===== src/rtl/uart_pkg.sv =====
// Definitions shared by the UART transmitter and receiver: default payload
// width, line-level constants and the frame FSM state encoding.
package uart_pkg;

  localparam int DEFAULT_DATA_BITS = 8;

  localparam logic START_BIT = 1'b0;
  localparam logic STOP_BIT  = 1'b1;

  typedef enum logic [1:0] {
    ST_IDLE  = 2'd0,
    ST_START = 2'd1,
    ST_DATA  = 2'd2,
    ST_STOP  = 2'd3
  } uart_state_e;

endpackage : uart_pkg


===== src/rtl/uart_tx_if.sv =====
// Host-side write port and status of the UART transmitter, plus its serial line.
interface uart_tx_if #(
  parameter int DATA_BITS = 8,
  parameter int DEPTH     = 4
);

  logic                     wr_en;
  logic [DATA_BITS-1:0]     wr_data;
  logic                     tx_full;
  logic                     tx_busy;
  logic [$clog2(DEPTH):0]   fifo_count;
  logic                     tx_data;

  modport master (
    output wr_en, wr_data,
    input  tx_full, tx_busy, fifo_count, tx_data
  );

  modport slave (
    input  wr_en, wr_data,
    output tx_full, tx_busy, fifo_count, tx_data
  );

endinterface : uart_tx_if


===== src/rtl/uart_tx_fifo.sv =====
// Circular transmit FIFO; a push while full is dropped even if a pop
// frees a slot on the same edge.
module uart_tx_fifo #(
  parameter int WIDTH = 8,
  parameter int DEPTH = 4
) (
  input  logic                     clk,
  input  logic                     rst,
  input  logic                     push,
  input  logic [WIDTH-1:0]         push_data,
  input  logic                     pop,
  output logic [WIDTH-1:0]         pop_data,
  output logic [$clog2(DEPTH):0]   count,
  output logic                     full,
  output logic                     empty
);

  localparam int PTR_W = $clog2(DEPTH);
  localparam int CNT_W = PTR_W + 1;

  logic [WIDTH-1:0] mem_q [DEPTH];
  logic [PTR_W-1:0] wr_ptr_q, wr_ptr_d;
  logic [PTR_W-1:0] rd_ptr_q, rd_ptr_d;
  logic [CNT_W-1:0] count_q, count_d;
  logic             do_push, do_pop;

  assign full     = (count_q == CNT_W'(DEPTH));
  assign empty    = (count_q == '0);
  assign count    = count_q;
  assign pop_data = mem_q[rd_ptr_q];
  assign do_push  = push && !full;
  assign do_pop   = pop && !empty;

  // NOTE: every variable gets a default before any branch, so no path leaves it unassigned and no latch is inferred.
  always_comb begin
    wr_ptr_d = wr_ptr_q;
    rd_ptr_d = rd_ptr_q;
    count_d  = count_q;
    if (do_push) wr_ptr_d = wr_ptr_q + PTR_W'(1);
    if (do_pop)  rd_ptr_d = rd_ptr_q + PTR_W'(1);
    case ({do_push, do_pop})
      2'b10:   count_d = count_q + CNT_W'(1);
      2'b01:   count_d = count_q - CNT_W'(1);
      default: count_d = count_q;
    endcase
  end

  // NOTE: non-blocking assignments in clocked blocks so every flop samples pre-edge values regardless of statement order.
  always_ff @(posedge clk) begin
    if (rst) begin
      wr_ptr_q <= '0;
      rd_ptr_q <= '0;
      count_q  <= '0;
    end else begin
      wr_ptr_q <= wr_ptr_d;
      rd_ptr_q <= rd_ptr_d;
      count_q  <= count_d;
    end
  end

  // NOTE: storage is not reset; an entry is only read after it was written, so clearing it would add cost for nothing.
  always_ff @(posedge clk) begin
    if (do_push && !rst) mem_q[wr_ptr_q] <= push_data;
  end

endmodule : uart_tx_fifo


===== src/rtl/uart_tx.sv =====
// UART transmitter: queued bytes are sent as start, LSB-first data, stop,
// one bit per baud clock, with a registered serial output.
module uart_tx
  import uart_pkg::*;
#(
  parameter int DATA_BITS = DEFAULT_DATA_BITS,
  parameter int DEPTH     = 4
) (
  input  logic     bd_clk,
  input  logic     rst,
  uart_tx_if.slave bus
);

  localparam int BIT_CNT_W = (DATA_BITS > 1) ? $clog2(DATA_BITS) : 1;
  localparam logic [BIT_CNT_W-1:0] LAST_BIT = BIT_CNT_W'(DATA_BITS - 1);

  uart_state_e              state_q, state_d;
  logic [DATA_BITS-1:0]     shift_q, shift_d;
  logic [BIT_CNT_W-1:0]     bit_cnt_q, bit_cnt_d;
  logic                     tx_data_q, tx_data_d;

  logic                     fifo_pop;
  logic [DATA_BITS-1:0]     fifo_head;
  logic [$clog2(DEPTH):0]   fifo_count;
  logic                     fifo_full;
  logic                     fifo_empty;

  uart_tx_fifo #(
    .WIDTH (DATA_BITS),
    .DEPTH (DEPTH)
  ) u_fifo (
    .clk       (bd_clk),
    .rst       (rst),
    .push      (bus.wr_en),
    .push_data (bus.wr_data),
    .pop       (fifo_pop),
    .pop_data  (fifo_head),
    .count     (fifo_count),
    .full      (fifo_full),
    .empty     (fifo_empty)
  );

  // tx_data_d is the line level for the state being entered, keeping the output registered.
  always_comb begin
    state_d   = state_q;
    shift_d   = shift_q;
    bit_cnt_d = bit_cnt_q;
    tx_data_d = tx_data_q;
    fifo_pop  = 1'b0;
    case (state_q)
      ST_IDLE: begin
        tx_data_d = STOP_BIT;
        if (!fifo_empty) begin
          fifo_pop  = 1'b1;
          shift_d   = fifo_head;
          state_d   = ST_START;
          tx_data_d = START_BIT;
        end
      end
      ST_START: begin
        state_d   = ST_DATA;
        bit_cnt_d = '0;
        tx_data_d = shift_q[0];
        shift_d   = shift_q >> 1;
      end
      ST_DATA: begin
        if (bit_cnt_q == LAST_BIT) begin
          state_d   = ST_STOP;
          bit_cnt_d = '0;
          tx_data_d = STOP_BIT;
        end else begin
          bit_cnt_d = bit_cnt_q + BIT_CNT_W'(1);
          tx_data_d = shift_q[0];
          shift_d   = shift_q >> 1;
        end
      end
      ST_STOP: begin
        state_d   = ST_IDLE;
        tx_data_d = STOP_BIT;
      end
      default: state_d = ST_IDLE;
    endcase
  end

  always_ff @(posedge bd_clk) begin
    if (rst) begin
      state_q   <= ST_IDLE;
      shift_q   <= '0;
      bit_cnt_q <= '0;
      tx_data_q <= STOP_BIT;
    end else begin
      state_q   <= state_d;
      shift_q   <= shift_d;
      bit_cnt_q <= bit_cnt_d;
      tx_data_q <= tx_data_d;
    end
  end

  assign bus.tx_data    = tx_data_q;
  assign bus.tx_full    = fifo_full;
  assign bus.fifo_count = fifo_count;
  assign bus.tx_busy    = (state_q != ST_IDLE) || (fifo_count != '0);

endmodule : uart_tx


===== src/flat_wrapper.sv =====
// flat-port wrapper written by rule: the top's interface ports become plain ports
module uart_tx_flat import uart_pkg::*;
#(
  parameter int DATA_BITS = DEFAULT_DATA_BITS,
  parameter int DEPTH     = 4
)
  (bd_clk, rst, bus_wr_en, bus_wr_data, bus_tx_full, bus_tx_busy, bus_fifo_count, bus_tx_data);
  uart_tx_if #(.DATA_BITS(DATA_BITS), .DEPTH(DEPTH)) bus_i ();
  input  logic bd_clk;
  input  logic rst;
  input wire logic [$bits(bus_i.wr_en)-1:0] bus_wr_en;
  input wire logic [$bits(bus_i.wr_data)-1:0] bus_wr_data;
  output wire logic [$bits(bus_i.tx_full)-1:0] bus_tx_full;
  output wire logic [$bits(bus_i.tx_busy)-1:0] bus_tx_busy;
  output wire logic [$bits(bus_i.fifo_count)-1:0] bus_fifo_count;
  output wire logic [$bits(bus_i.tx_data)-1:0] bus_tx_data;
  assign bus_i.wr_en = bus_wr_en;
  assign bus_i.wr_data = bus_wr_data;
  assign bus_tx_full = bus_i.tx_full;
  assign bus_tx_busy = bus_i.tx_busy;
  assign bus_fifo_count = bus_i.fifo_count;
  assign bus_tx_data = bus_i.tx_data;
  uart_tx #(.DATA_BITS(DATA_BITS), .DEPTH(DEPTH)) u_core (.bd_clk(bd_clk), .rst(rst), .bus(bus_i));
endmodule

===== config.mk =====
export PLATFORM = sky130hd
export DESIGN_NAME = uart_tx_flat
export DESIGN_NICKNAME = d
export VERILOG_FILES = /design/src/rtl/uart_pkg.sv /design/src/rtl/uart_tx_if.sv /design/src/rtl/uart_tx_fifo.sv /design/src/rtl/uart_tx.sv /design/src/flat_wrapper.sv
export SDC_FILE = /design/constraint.sdc
export NUM_CORES = 1
export LEC_CHECK = 0
export CAP_MARGIN = 20
export CELL_PAD_IN_SITES_DETAIL_PLACEMENT = 0
export CELL_PAD_IN_SITES_GLOBAL_PLACEMENT = 1
export CORE_ASPECT_RATIO = 1.75
export CORE_MARGIN = 1.5
export CORE_UTILIZATION = 54
export CTS_BUF_LIST = sky130_fd_sc_hd__clkbuf_4
export DETAILED_ROUTE_END_ITERATION = 8
export PLACE_DENSITY = 0.95
export RECOVER_POWER = 25
export SLEW_MARGIN = 5
export SYNTH_ARGS = -nofsm -noshare
export SYNTH_HDL_FRONTEND = slang
export SYNTH_SLANG_ARGS = --single-unit

===== constraint.sdc =====
create_clock -name bd_clk -period 4.2 [get_ports bd_clk]
set_input_delay 0.42 -clock bd_clk [delete_from_list [all_inputs] [get_ports bd_clk]]
set_output_delay 0.42 -clock bd_clk [all_outputs]
set_load 0.01 [all_outputs]

==> results of run 1 <==
[area by class of cell]
type / count / share of cell area
clock inverters: 2 / 0.00335
well taps: 49 / 0.0234
inverters: 7 / 0.0100
clock buffers: 6 / 0.0172
multi-input cells: 108 / 0.342
repair buffers: 16 / 0.0612
flip-flops and latches: 55 / 0.543
[flip-flops by register name, summed over array words and instances (netlist names), named ones only]
signal	flops
u_core.u_fifo.wr_ptr_q	2
u_core.u_fifo.mem_q	32
u_core.state_q	2
u_core.u_fifo.count	3
u_core.bus.tx_data	1
u_core.bit_cnt_q	3
u_core.shift_q	8
u_core.u_fifo.rd_ptr_q	2
[placed cells by master, fill, tap and decap left out, types with 2 or more instances in the layout]
master / count
a211oi_2: 8
a21o_1: 2
a21oi_1: 18
a222oi_1: 7
and2_1: 4
clkbuf_4: 6
clkdlybuf4s50_1: 10
dfxtp_1: 23
dlygate4sd3_1: 6
edfxtp_1: 32
ha_1: 12
inv_1: 7
mux2_2: 15
nand2_1: 3
nand3_1: 5
nor2_1: 10
o21ai_0: 4
xnor2_1: 2
xor2_1: 2
[worst max-delay path by stage]
stage / endpoint / slack (ns) / cells after the start / startpoint
after floorplan: u_core.u_fifo.count[2]$_SDFFE_PP0P_ / 2.23 / 7 / u_core.u_fifo.count[0]$_SDFFE_PP0P_
after global placement: u_core.u_fifo.mem_q[2][5]$_DFFE_PP_ / 1.67 / 3 / rst
after detailed placement: u_core.u_fifo.mem_q[2][7]$_DFFE_PP_ / 1.55 / 3 / rst
after CTS: bus_tx_busy / 1.58 / 4 / u_core.state_q[1]$_SDFFE_PP0P_
after global routing: bus_tx_busy / 1.51 / 4 / u_core.state_q[1]$_SDFFE_PP0P_
final: bus_tx_busy / 1.61 / 4 / u_core.state_q[1]$_SDFFE_PP0P_
[layer usage]
metal	share of wire	GRT usage	vias up
li1	-	-	700
met1	0.36	0.219	719
met2	0.59	0.394	40
met3	0.036	0.0345	10
met4	0.017	0.0897	0
met5	0	0	-
[cell usage after synthesis (all sizes together)]
master | instances | area [µm²]
a22oi | 1 | 7.51
clkbuf | 4 | 15.0
nor4bb | 1 | 10.0
or4b | 1 | 13.8
or3 | 1 | 6.26
nand2b | 1 | 6.26
xor2 | 2 | 17.5
nor2 | 10 | 37.5
a211oi | 9 | 108
nand3 | 5 | 25.0
mux2 | 16 | 180
ha | 12 | 150
and2 | 5 | 33.8
fa | 1 | 20.0
xnor2 | 2 | 17.5
a21o | 2 | 15.0
inv | 7 | 26.3
or3b | 1 | 8.76
a222oi | 7 | 70.1
mux2i | 1 | 10.0
o311ai | 1 | 8.76
o21ai | 4 | 20.0
o31a | 1 | 8.76
nand2 | 3 | 11.3
a21oi | 18 | 90.1
edfxtp | 32 | 961
buf | 5 | 32.5
nor2b | 1 | 6.26
o31ai | 1 | 7.51
nor3 | 1 | 5.00
dfxtp | 23 | 460
[power by group through the flow]
stage / sequential, mW / clock (mW) / combinational, mW
2_1_floorplan: 0.718 / 0 / 0.541
3_3_place_gp: 0.748 / 0 / 0.629
3_5_place_dp: 0.755 / 0 / 0.659
4_1_cts: 0.743 / 0.223 / 0.663
5_1_grt: 0.756 / 0.241 / 0.716
6_report: 0.743 / 0.215 / 0.657
[critical path, cell delays in order (launching register included)]
cell and delay, ns:
dfxtp_1 0.35, inv_1 0.12, ha_1 0.22, or4b_4 0.60, clkdlybuf4s50_1 0.53
[kinds of logic after synthesis]
kind of cell,after synthesis,synth area share
compound gates,44,0.140
fa+ha+maj,13,0.0712
flops,55,0.595
buf+inv,16,0.0309
mux,17,0.0796
xor+xnor,4,0.0147
simple gates,30,0.0686
==> reports/qor.txt, run 1 <==
Status - finished, final reports clean
Worst setup SP type - register
Total power - 1.61 mW
Placed cell area - 2560 µm²
Unrepaired setup endpoints after global routing - false
Critical setup path kind - register to output port
Die Area - 4850 µm²
Fillers - 326
Reg2Reg Depth - 8
Hold path startpoint - u_core.bit_cnt_q[2]$_SDFFE_PP0P_
First-pass DRT Iterations - 6
Crit path time final - 2.59 ns
Setup slack, reg-to-reg - 1.99 ns
Actual slew at the worst max-slew pin - 0.951 ns
Largest net degree at the start of global routing - 24
Worst-skew pair later-pin latency - 0.36 ns
Via/cell ratio - 6.05
PD cells - 617 nW/µm²
Vias in the first global route - 1515
First-pass GRT wire length - 7.32 mm
Detailed placer's ending HPWL - 3.52 mm
Leak - 0.920 nW
Min-Delay Path Class - register to register
Via Count - 1469
CP Data Required Time - 3.78 ns
Gr ovfl total - 0
Die width - 53.3 µm
H-tree levels - 2
Cell Rows - 31
Gate Count Post-Synth - 179
CP Data Arrival Time - 2.17 ns
Root Buffer - clkbuf_4
Antenna Cells - 0
Post-route cell area - 2620 µm²
Clock buffer depth - 2
Total GRT Usage - 0.213
CTS buffer count - 5
Share of layout cells above drive strength 1 - 0.165
Synth Warn # - 0
Register area - 1420 µm²
Post-route setup slack - 1.61 ns
Crit Path Max Fanout - 14
CTS clk-pin slew, worst paths - 0.13 ns
Syn nets - 203
Worst rel slew slack - 0.364
F_max - 0.386 GHz
Switching Share - 0.354
Chip Height - 91 µm
Worst vdd ir - 508 µV
Drt drc - 0
Switching pwr - 571 µW
Synth unique cells - 37
Final cell count without fillers - 243
Antenna Violating Nets Remaining - 0
I/O pins - 17
Sum of negative setup slack - 0 ns
Combinational share of power - 0.407
Max Slew Vio Count - 0
Util after Layout - 0.625
Mean area per synthesized cell - 13.4 µm²
Fin nets - 217
Seq/Total Area, Yosys - 0.595
CTS Hold Buffers Added - 0
Post-CTS Setup Repair Bufs - 0
Internal power - 1.04 mW
Clk_skew - 0.0151 ns
Multi-input logic area - 895 µm²
Critical Path Sink Type - output port
Total wire length - 4.57 mm
Hold path endpoint - u_core.bit_cnt_q[2]$_SDFFE_PP0P_
Post-CTS Resized - 0
Wire per inst - 18.8 µm
# placed instances - 235
Max Cap Viol - 0
IO Port Bufs - 16
Syn-to-layout area delta - 9.53%
Core footprint - 4190 µm²
Flop pwr share - 0.460
Worst r2r dst - u_core.u_fifo.count[2]$_SDFFE_PP0P_
Worst flop-to-flop path startpoint - u_core.state_q[0]$_SDFFE_PP0P_
DP Worst Slack - 1.55 ns
Post-synthesis instance area - 2390 µm²
Yosys reg bits - 55
GPL Wtd Cong - 0.775
Clock network fraction of total power - 0.133
CTS tree - built
Final Setup Violations - 0
Iter 0 DRT Violations - 61
Hold depth - 2
Final hold slack - 0.492 ns
Final period utilization - 0.617
Sink Count - 55
Starting Density - 0.570
Initial antenna violation count - 0
Final hold vios - 0
Power figures use the tool's default switching activity.
==> run 2: changes to the inputs <==
--- a/config.mk
+++ b/config.mk
@@ -10,10 +10,10 @@
 export CELL_PAD_IN_SITES_GLOBAL_PLACEMENT = 1
 export CORE_ASPECT_RATIO = 1.75
 export CORE_MARGIN = 1.5
-export CORE_UTILIZATION = 54
+export CORE_UTILIZATION = 50
 export CTS_BUF_LIST = sky130_fd_sc_hd__clkbuf_4
 export DETAILED_ROUTE_END_ITERATION = 8
-export PLACE_DENSITY = 0.95
+export PLACE_DENSITY = 0.92
 export RECOVER_POWER = 25
 export SLEW_MARGIN = 5
 export SYNTH_ARGS = -nofsm -noshare
==> constraint.sdc (replaced) <==
create_clock -name bd_clk -period 2.7 [get_ports bd_clk]
set_input_delay 0.27 -clock bd_clk [delete_from_list [all_inputs] [get_ports bd_clk]]
set_output_delay 0.27 -clock bd_clk [all_outputs]
set_load 0.01 [all_outputs]
==> reports/qor.txt, run 2 (same netlist as run 1, synthesis figures left out) <==
Status - finished, final reports clean
Chip Height - 94.5 µm (+3.8%)
Detailed placer's ending HPWL - 3.22 mm (-8.6%)
Most common cell after layout, fill and taps aside - edfxtp_1
Worst rel slew slack - 0.509 (+0.146)
F_max - 0.409 GHz
H-tree levels - 2 (unchanged)
CTS clk-pin slew, worst paths - 0.14 ns (about the same)
Cell Rows - 33 (+6.5%)
Biggest register - u_core.u_fifo.mem_q
GPL Wtd Cong - 0.799 (+3.0%)
Iter 0 DRT Violations - 72 (+18%)
Leak - 0.937 nW (+1.9%)
CP max stage delay - 0.59 ns (about the same)
CP Data Required Time - 2.43 ns (-1.35 ns)
Max Cap Viol - 0 (unchanged)
DR WL met3 - 217 µm (+33%)
Final Setup Violations - 0 (unchanged)
Crit path from - u_core.state_q[1]$_SDFFE_PP0P_
Internal power - 1.66 mW (+59%)
Final cell count without fillers - 248 (+2.1%)
Post-route setup slack - 0.252 ns (-1.36 ns)
First-pass DRT Iterations - 6 (unchanged)
Max Slew Vio Count - 0 (unchanged)
Wire per inst - 18.1 µm (-3.5%)
CTS buffer count - 5 (unchanged)
Antenna Violating Nets Remaining - 0 (unchanged)
Clock network fraction of total power - 0.142 (+0.009)
Worst r2r dst - u_core.u_fifo.count[2]$_SDFFE_PP0P_
Gr ovfl total - 0 (unchanged)
Actual slew at the worst max-slew pin - 0.736 ns (-0.215 ns)
Top Layer Used - met4
Post-CTS Setup Repair Bufs - 0 (unchanged)
Sum of negative setup slack - 0 ns (unchanged)
Via/cell ratio - 6.01 (-0.62%)
Crit path cell chain - inv_1 > ha_1 > or4b_4 > clkdlybuf4s50_1
Flop pwr share - 0.444 (-0.016)
# placed instances - 240 (+2.1%)
Post-CTS Resized - 0 (unchanged)
Switching Share - 0.352 (-0.00129)
Setup slack, reg-to-reg - 0.54 ns (-1.45 ns)
Die Area - 5220 µm² (+7.6%)
Clk_skew - 0.0165 ns (+0.00139 ns)
Die width - 55.3 µm (+3.7%)
First-pass GRT wire length - 7.42 mm (+1.4%)
Via Count - 1490 (+1.4%)
Vias in the first global route - 1568 (+3.5%)
Initial antenna violation count - 0 (unchanged)
Syn-to-layout area delta - 10.6%
Total wire length - 4.50 mm (-1.5%)
CTS tree - built
Final hold vios - 0 (unchanged)
Critical setup path kind - register to output port
Worst setup SP type - register
Worst flop-to-flop path startpoint - u_core.state_q[0]$_SDFFE_PP0P_
Drt drc - 0 (unchanged)
Crit path time final - 2.45 ns
Antenna Cells - 0 (unchanged)
Kind of cell adding the most delay to the critical path - buffers and inverters
Unrepaired setup endpoints after global routing - false
Switching pwr - 903 µW (+58%)
Total GRT Usage - 0.185 (-0.0277)
I/O pins - 17 (unchanged)
Starting Density - 0.517 (-0.0537)
Crit Path Max Fanout - 14 (unchanged)
Sink Count - 55 (unchanged)
CP Data Arrival Time - 2.18 ns (about the same)
Largest net degree at the start of global routing - 23 (-4.2%)
Critical Path Sink Type - output port
Worst vdd ir - 690 µV (+36%)
Worst-skew pair later-pin latency - 0.37 ns (about the same)
CTS Hold Buffers Added - 0 (unchanged)
Min-Delay Path Class - register to register
Share of layout cells above drive strength 1 - 0.179 (+0.0136)
Most frequent cells in the layout - edfxtp_1, dfxtp_1, a21oi_1
CP endpoint - bus_tx_busy
Reg2Reg Depth - 8 (unchanged)
Combinational share of power - 0.413 (+0.006)
Fin nets - 219 (+0.92%)
Hold path startpoint - u_core.bit_cnt_q[2]$_SDFFE_PP0P_
PD cells - 970 nW/µm² (+57%)
Core footprint - 4620 µm² (+10%)
Wire length on met2 - 2.58 mm (-4.1%)
Biggest regs - u_core.u_fifo.mem_q (32), u_core.shift_q (8)
WP depth - 4 (unchanged)
IO Port Bufs - 16 (unchanged)
DP Worst Slack - 0.541 ns (-1.01 ns)
WP buf/inv - 2 (unchanged)
Final period utilization - 0.907
Fillers - 407 (+25%)
Slowest cell on the critical path - or4b_4
Clock buffer depth - 2 (unchanged)
Root Buffer - clkbuf_4
Largest register FFs - 32 (unchanged)
Met1 wire length - 1.61 mm (-1.1%)
[run 2: changes by cell type in the layout (fill, tap and decap cells not counted), sizes merged]
cell / change
buf: +2
clkbuf: +2
clkinv: -1
clkinvlp: -1
[run 2: worst min path at each step]
stage                                             endpoint  depth (start not counted)
after CTS                 u_core.bit_cnt_q[2]$_SDFFE_PP0P_                          2
after global placement    u_core.bit_cnt_q[1]$_SDFFE_PP0P_                          2
final                     u_core.bit_cnt_q[2]$_SDFFE_PP0P_                          2
after floorplan             u_core.shift_q[0]$_SDFFE_PP0P_                          1
after detailed placement  u_core.bit_cnt_q[2]$_SDFFE_PP0P_                          2
after global routing      u_core.bit_cnt_q[2]$_SDFFE_PP0P_                          2
[run 2: metal layers]
metal | vias to the layer above | track usage
met5 | - | 0
met2 | 43 | 0.360
li1 | 706 | -
met1 | 735 | 0.186
met4 | 0 | 0.0813
met3 | 6 | 0.0356
[run 2: worst reg2reg max path, cell delays in order, from the launching register on]
cell and delay (ns):
dfxtp_1 0.41, inv_1 0.10, ha_1 0.24, o31a_1 0.14, ha_1 0.23, fa_1 0.39, xnor2_1 0.15, or3_1 0.30
a21oi_1 0.14
[run 2: power groups by stage]
stage / clock (mW) / sequential, mW / combinational [mW]
after floorplan: 0 / 1.12 / 0.842
after global placement: 0 / 1.14 / 1.02
after detailed placement: 0 / 1.16 / 1.06
after CTS: 0.371 / 1.14 / 1.06
after global routing: 0.409 / 1.16 / 1.15
final: 0.365 / 1.14 / 1.06
[run 2: final cells by class]
cell class                 instances  area (µm²)  area share
multi-input combinational        108         895       0.339
tap                               52        65.1      0.0246
sequential                        55        1420       0.538
clock buffer                       8        60.1      0.0227
timing repair buffer              18         175      0.0663
inverter                           7        26.3     0.00994
[run 2: metrics by stage]
step           power, mW  utilization  hold WS [ns]  instance area [µm²]
6_report            2.56        0.571         0.489                 2640
2_1_floorplan       1.96            -         0.335                 2390
3_3_place_gp        2.16        0.558         0.454                 2580
3_5_place_dp        2.22        0.558         0.469                 2580
4_1_cts             2.57        0.571         0.487                 2640
5_1_grt             2.72        0.571         0.524                 2640
==> run 3: changes to the inputs <==
--- a/config.mk
+++ b/config.mk
@@ -5,15 +5,16 @@
 export SDC_FILE = /design/constraint.sdc
 export NUM_CORES = 1
 export LEC_CHECK = 0
+export ABC_AREA = 1
 export CAP_MARGIN = 20
 export CELL_PAD_IN_SITES_DETAIL_PLACEMENT = 0
 export CELL_PAD_IN_SITES_GLOBAL_PLACEMENT = 1
 export CORE_ASPECT_RATIO = 1.75
 export CORE_MARGIN = 1.5
-export CORE_UTILIZATION = 50
+export CORE_UTILIZATION = 47
 export CTS_BUF_LIST = sky130_fd_sc_hd__clkbuf_4
 export DETAILED_ROUTE_END_ITERATION = 8
-export PLACE_DENSITY = 0.92
+export PLACE_DENSITY = 0.93
 export RECOVER_POWER = 25
 export SLEW_MARGIN = 5
 export SYNTH_ARGS = -nofsm -noshare
==> reports/qor.txt, run 3 <==
Status - finished, final reports clean
Core footprint - 5260 µm² (+14%)
Wire per inst - 12.3 µm (-32%)
Iter 0 DRT Violations - 38 (-47%)
Cell Rows - 35 (+6.1%)
PD cells - 1020 nW/µm² (+5.1%)
Post-route cell area - 2830 µm² (+7.0%)
Vias in the first global route - 1738 (+11%)
Starting Density - 0.486 (-0.0308)
Syn-to-layout area delta - 10.7%
Largest net degree at the start of global routing - 25 (+8.7%)
Synth top area cells - edfxtp_1, dfxtp_1, nand2_1, nor2_1, ha_1
H-tree levels - 2 (unchanged)
Final period utilization - 0.812 (-0.0947)
Clk_skew - 0.0120 ns (-0.00448 ns)
Root Buffer - clkbuf_4
Fin nets - 331 (+51%)
Actual slew at the worst max-slew pin - 0.754 ns (+0.0184 ns)
Yosys top cell area share - 0.376 (-0.0258)
Most frequent cells in the layout - nand2_1, nor2_1, inv_1
First-pass DRT Iterations - 4 (-2)
Via/cell ratio - 4.88 (-19%)
Grt met3 use - 0.0270 (-0.00866)
Critical Path Sink Type - output port
CTS clk-pin slew, worst paths - 0.15 ns (about the same)
Yosys reg bits - 55 (unchanged)
Sum of negative setup slack - 0 ns (unchanged)
Most common cell after layout, fill and taps aside - nand2_1
Max Cap Viol - 0 (unchanged)
Synth unique cells - 21 (-43%)
Critical setup path kind - register to output port
Sink Count - 55 (unchanged)
Total GRT Usage - 0.171 (-0.0142)
GPL Wtd Cong - 0.751 (-6.0%)
Drt drc - 0 (unchanged)
First-pass GRT wire length - 7.54 mm (+1.6%)
Gr ovfl total - 0 (unchanged)
Initial antenna violation count - 0 (unchanged)
Crit path time final - 2.19 ns (-0.256 ns)
IO Port Bufs - 16 (unchanged)
CP max stage delay - 0.59 ns (about the same)
Biggest register - u_core.u_fifo.mem_q
Share of layout cells above drive strength 1 - 0.0617 (-0.117)
Antenna Cells - 0 (unchanged)
Slowest cell on the critical path - clkdlybuf4s50_1
Register area - 1420 µm² (unchanged)
Fillers - 504 (+24%)
GR Util met1 - 0.175 (-0.0110)
Gate Count Post-Synth - 288 (+61%)
Antenna Violating Nets Remaining - 0 (unchanged)
Largest register FFs - 32 (unchanged)
I/O pins - 17 (unchanged)
Total wire length - 4.46 mm (-0.82%)
Most frequent cell after synthesis - nand2_1
CP Data Arrival Time - 1.92 ns (-0.26 ns)
Die Area - 5900 µm² (+13%)
Clock buffer depth - 2 (unchanged)
Final Setup Violations - 0 (unchanged)
Worst setup SP type - register
Post-synth top cells - nand2_1, nor2_1, inv_1
Mean area per synthesized cell - 8.87 µm² (-34%)
CP Data Required Time - 2.43 ns (about the same)
Seq/Total Area, Yosys - 0.557 (-0.0382)
Leak - 1.26 nW (+34%)
Max Slew Vio Count - 0 (unchanged)
Final hold vios - 0 (unchanged)
Synth Warn # - 0 (unchanged)
Detailed placer's ending HPWL - 3.38 mm (+4.9%)
CTS tree - built
Chip Height - 101 µm (+6.4%)
Via Count - 1770 (+19%)
Multi-input logic area - 923 µm² (+3.2%)
Worst vdd ir - 547 µV (-21%)
Top FF cell, synth - edfxtp_1
F_max - 0.456 GHz (+12%)
Post-CTS Resized - 0 (unchanged)
Busiest grt layer - met2
Syn nets - 312 (+54%)
CTS buffer count - 5 (unchanged)
Crit Path Max Fanout - 12 (-2)
Min-Delay Path Class - register to register
EDFF count, synth - 32 (unchanged)
CTS Hold Buffers Added - 0 (unchanged)
Worst rel slew slack - 0.497 (-0.0130)
Asr flop ratio synth - 0 (unchanged)
GR Util met2 - 0.318 (-0.0422)
Placed cell area - 2740 µm² (+6.2%)
Worst-skew pair later-pin latency - 0.37 ns (about the same)
Crit path cell chain - inv_1 > ha_1 > nand3_2 > clkdlybuf4s50_1
Unrepaired setup endpoints after global routing - false
Post-synthesis instance area - 2550 µm² (+6.9%)
Biggest regs - u_core.u_fifo.mem_q (32), u_core.shift_q (8)
Post-CTS Setup Repair Bufs - 0 (unchanged)
Die width - 58.7 µm (+6.3%)
Post-synth top area cell - edfxtp_1
run 3: final timing paths:
check                                    from                             endpoint  slack [ns]  cells after the start
max            u_core.state_q[0]$_SDFFE_PP0P_                          bus_tx_busy        0.51                      4
min          u_core.bit_cnt_q[2]$_SDFFE_PP0P_     u_core.bit_cnt_q[2]$_SDFFE_PP0P_        0.49                      2
max reg2reg    u_core.state_q[0]$_SDFFE_PP0P_  u_core.u_fifo.count[2]$_SDFFE_PP0P_        0.71                     11
min reg2reg  u_core.bit_cnt_q[2]$_SDFFE_PP0P_     u_core.bit_cnt_q[2]$_SDFFE_PP0P_        0.49                      2
run 3: worst max-delay path: cells and delay by family, from the launching register on:
kind / cells / cell delay (ns)
AND/OR/NAND/NOR: 1 / 0.22
adder cells (fa/ha/maj): 1 / 0.24
flip-flops: 1 / 0.39
buffers and inverters: 2 / 0.70
run 3: cell families after synthesis:
| logic type | share of synthesized area |
|---|---|
| flops | 0.557 |
| xor+xnor | 0.00343 |
| fa+ha+maj | 0.0666 |
| simple gates | 0.248 |
| buf+inv | 0.0818 |
| compound gates | 0.0431 |
run 3: layer usage:
metal	routed length, µm	vias to the layer above
met5	0	-
met4	140	0
met3	80	11
met2	2460	24
met1	1780	791
li1	-	944
run 3: cell type report:
type                       count  share of cell area
clock inverter                 3              0.0168
tap                           55              0.0243
timing repair buffer          21              0.0699
sequential                    55               0.503
clock buffer                   5              0.0133
inverter                      35              0.0465
multi-input combinational    189               0.327
run 3: per-stage QoR:
stage / hold slack (ns) / worst slack, ns / util / total power, mW / std cells
6_report: 0.490 / 0.508 / 0.538 / 2.88 / 363
3_3_place_gp: 0.456 / 0.722 / 0.522 / 2.44 / 355
2_1_floorplan: 0.339 / 0.887 / - / 2.18 / 288
5_1_grt: 0.523 / 0.383 / 0.538 / 3.17 / 363
4_1_cts: 0.488 / 0.483 / 0.538 / 2.92 / 363
3_5_place_dp: 0.467 / 0.686 / 0.522 / 2.45 / 355
run 3: report_power, final:
part	switching (mW)	leakage (nW)	total, mW	internal, mW
logic	0.781	0.733	1.25	0.472
registers	0.139	0.480	1.17	1.03
clock network	0.260	0.0458	0.460	0.200
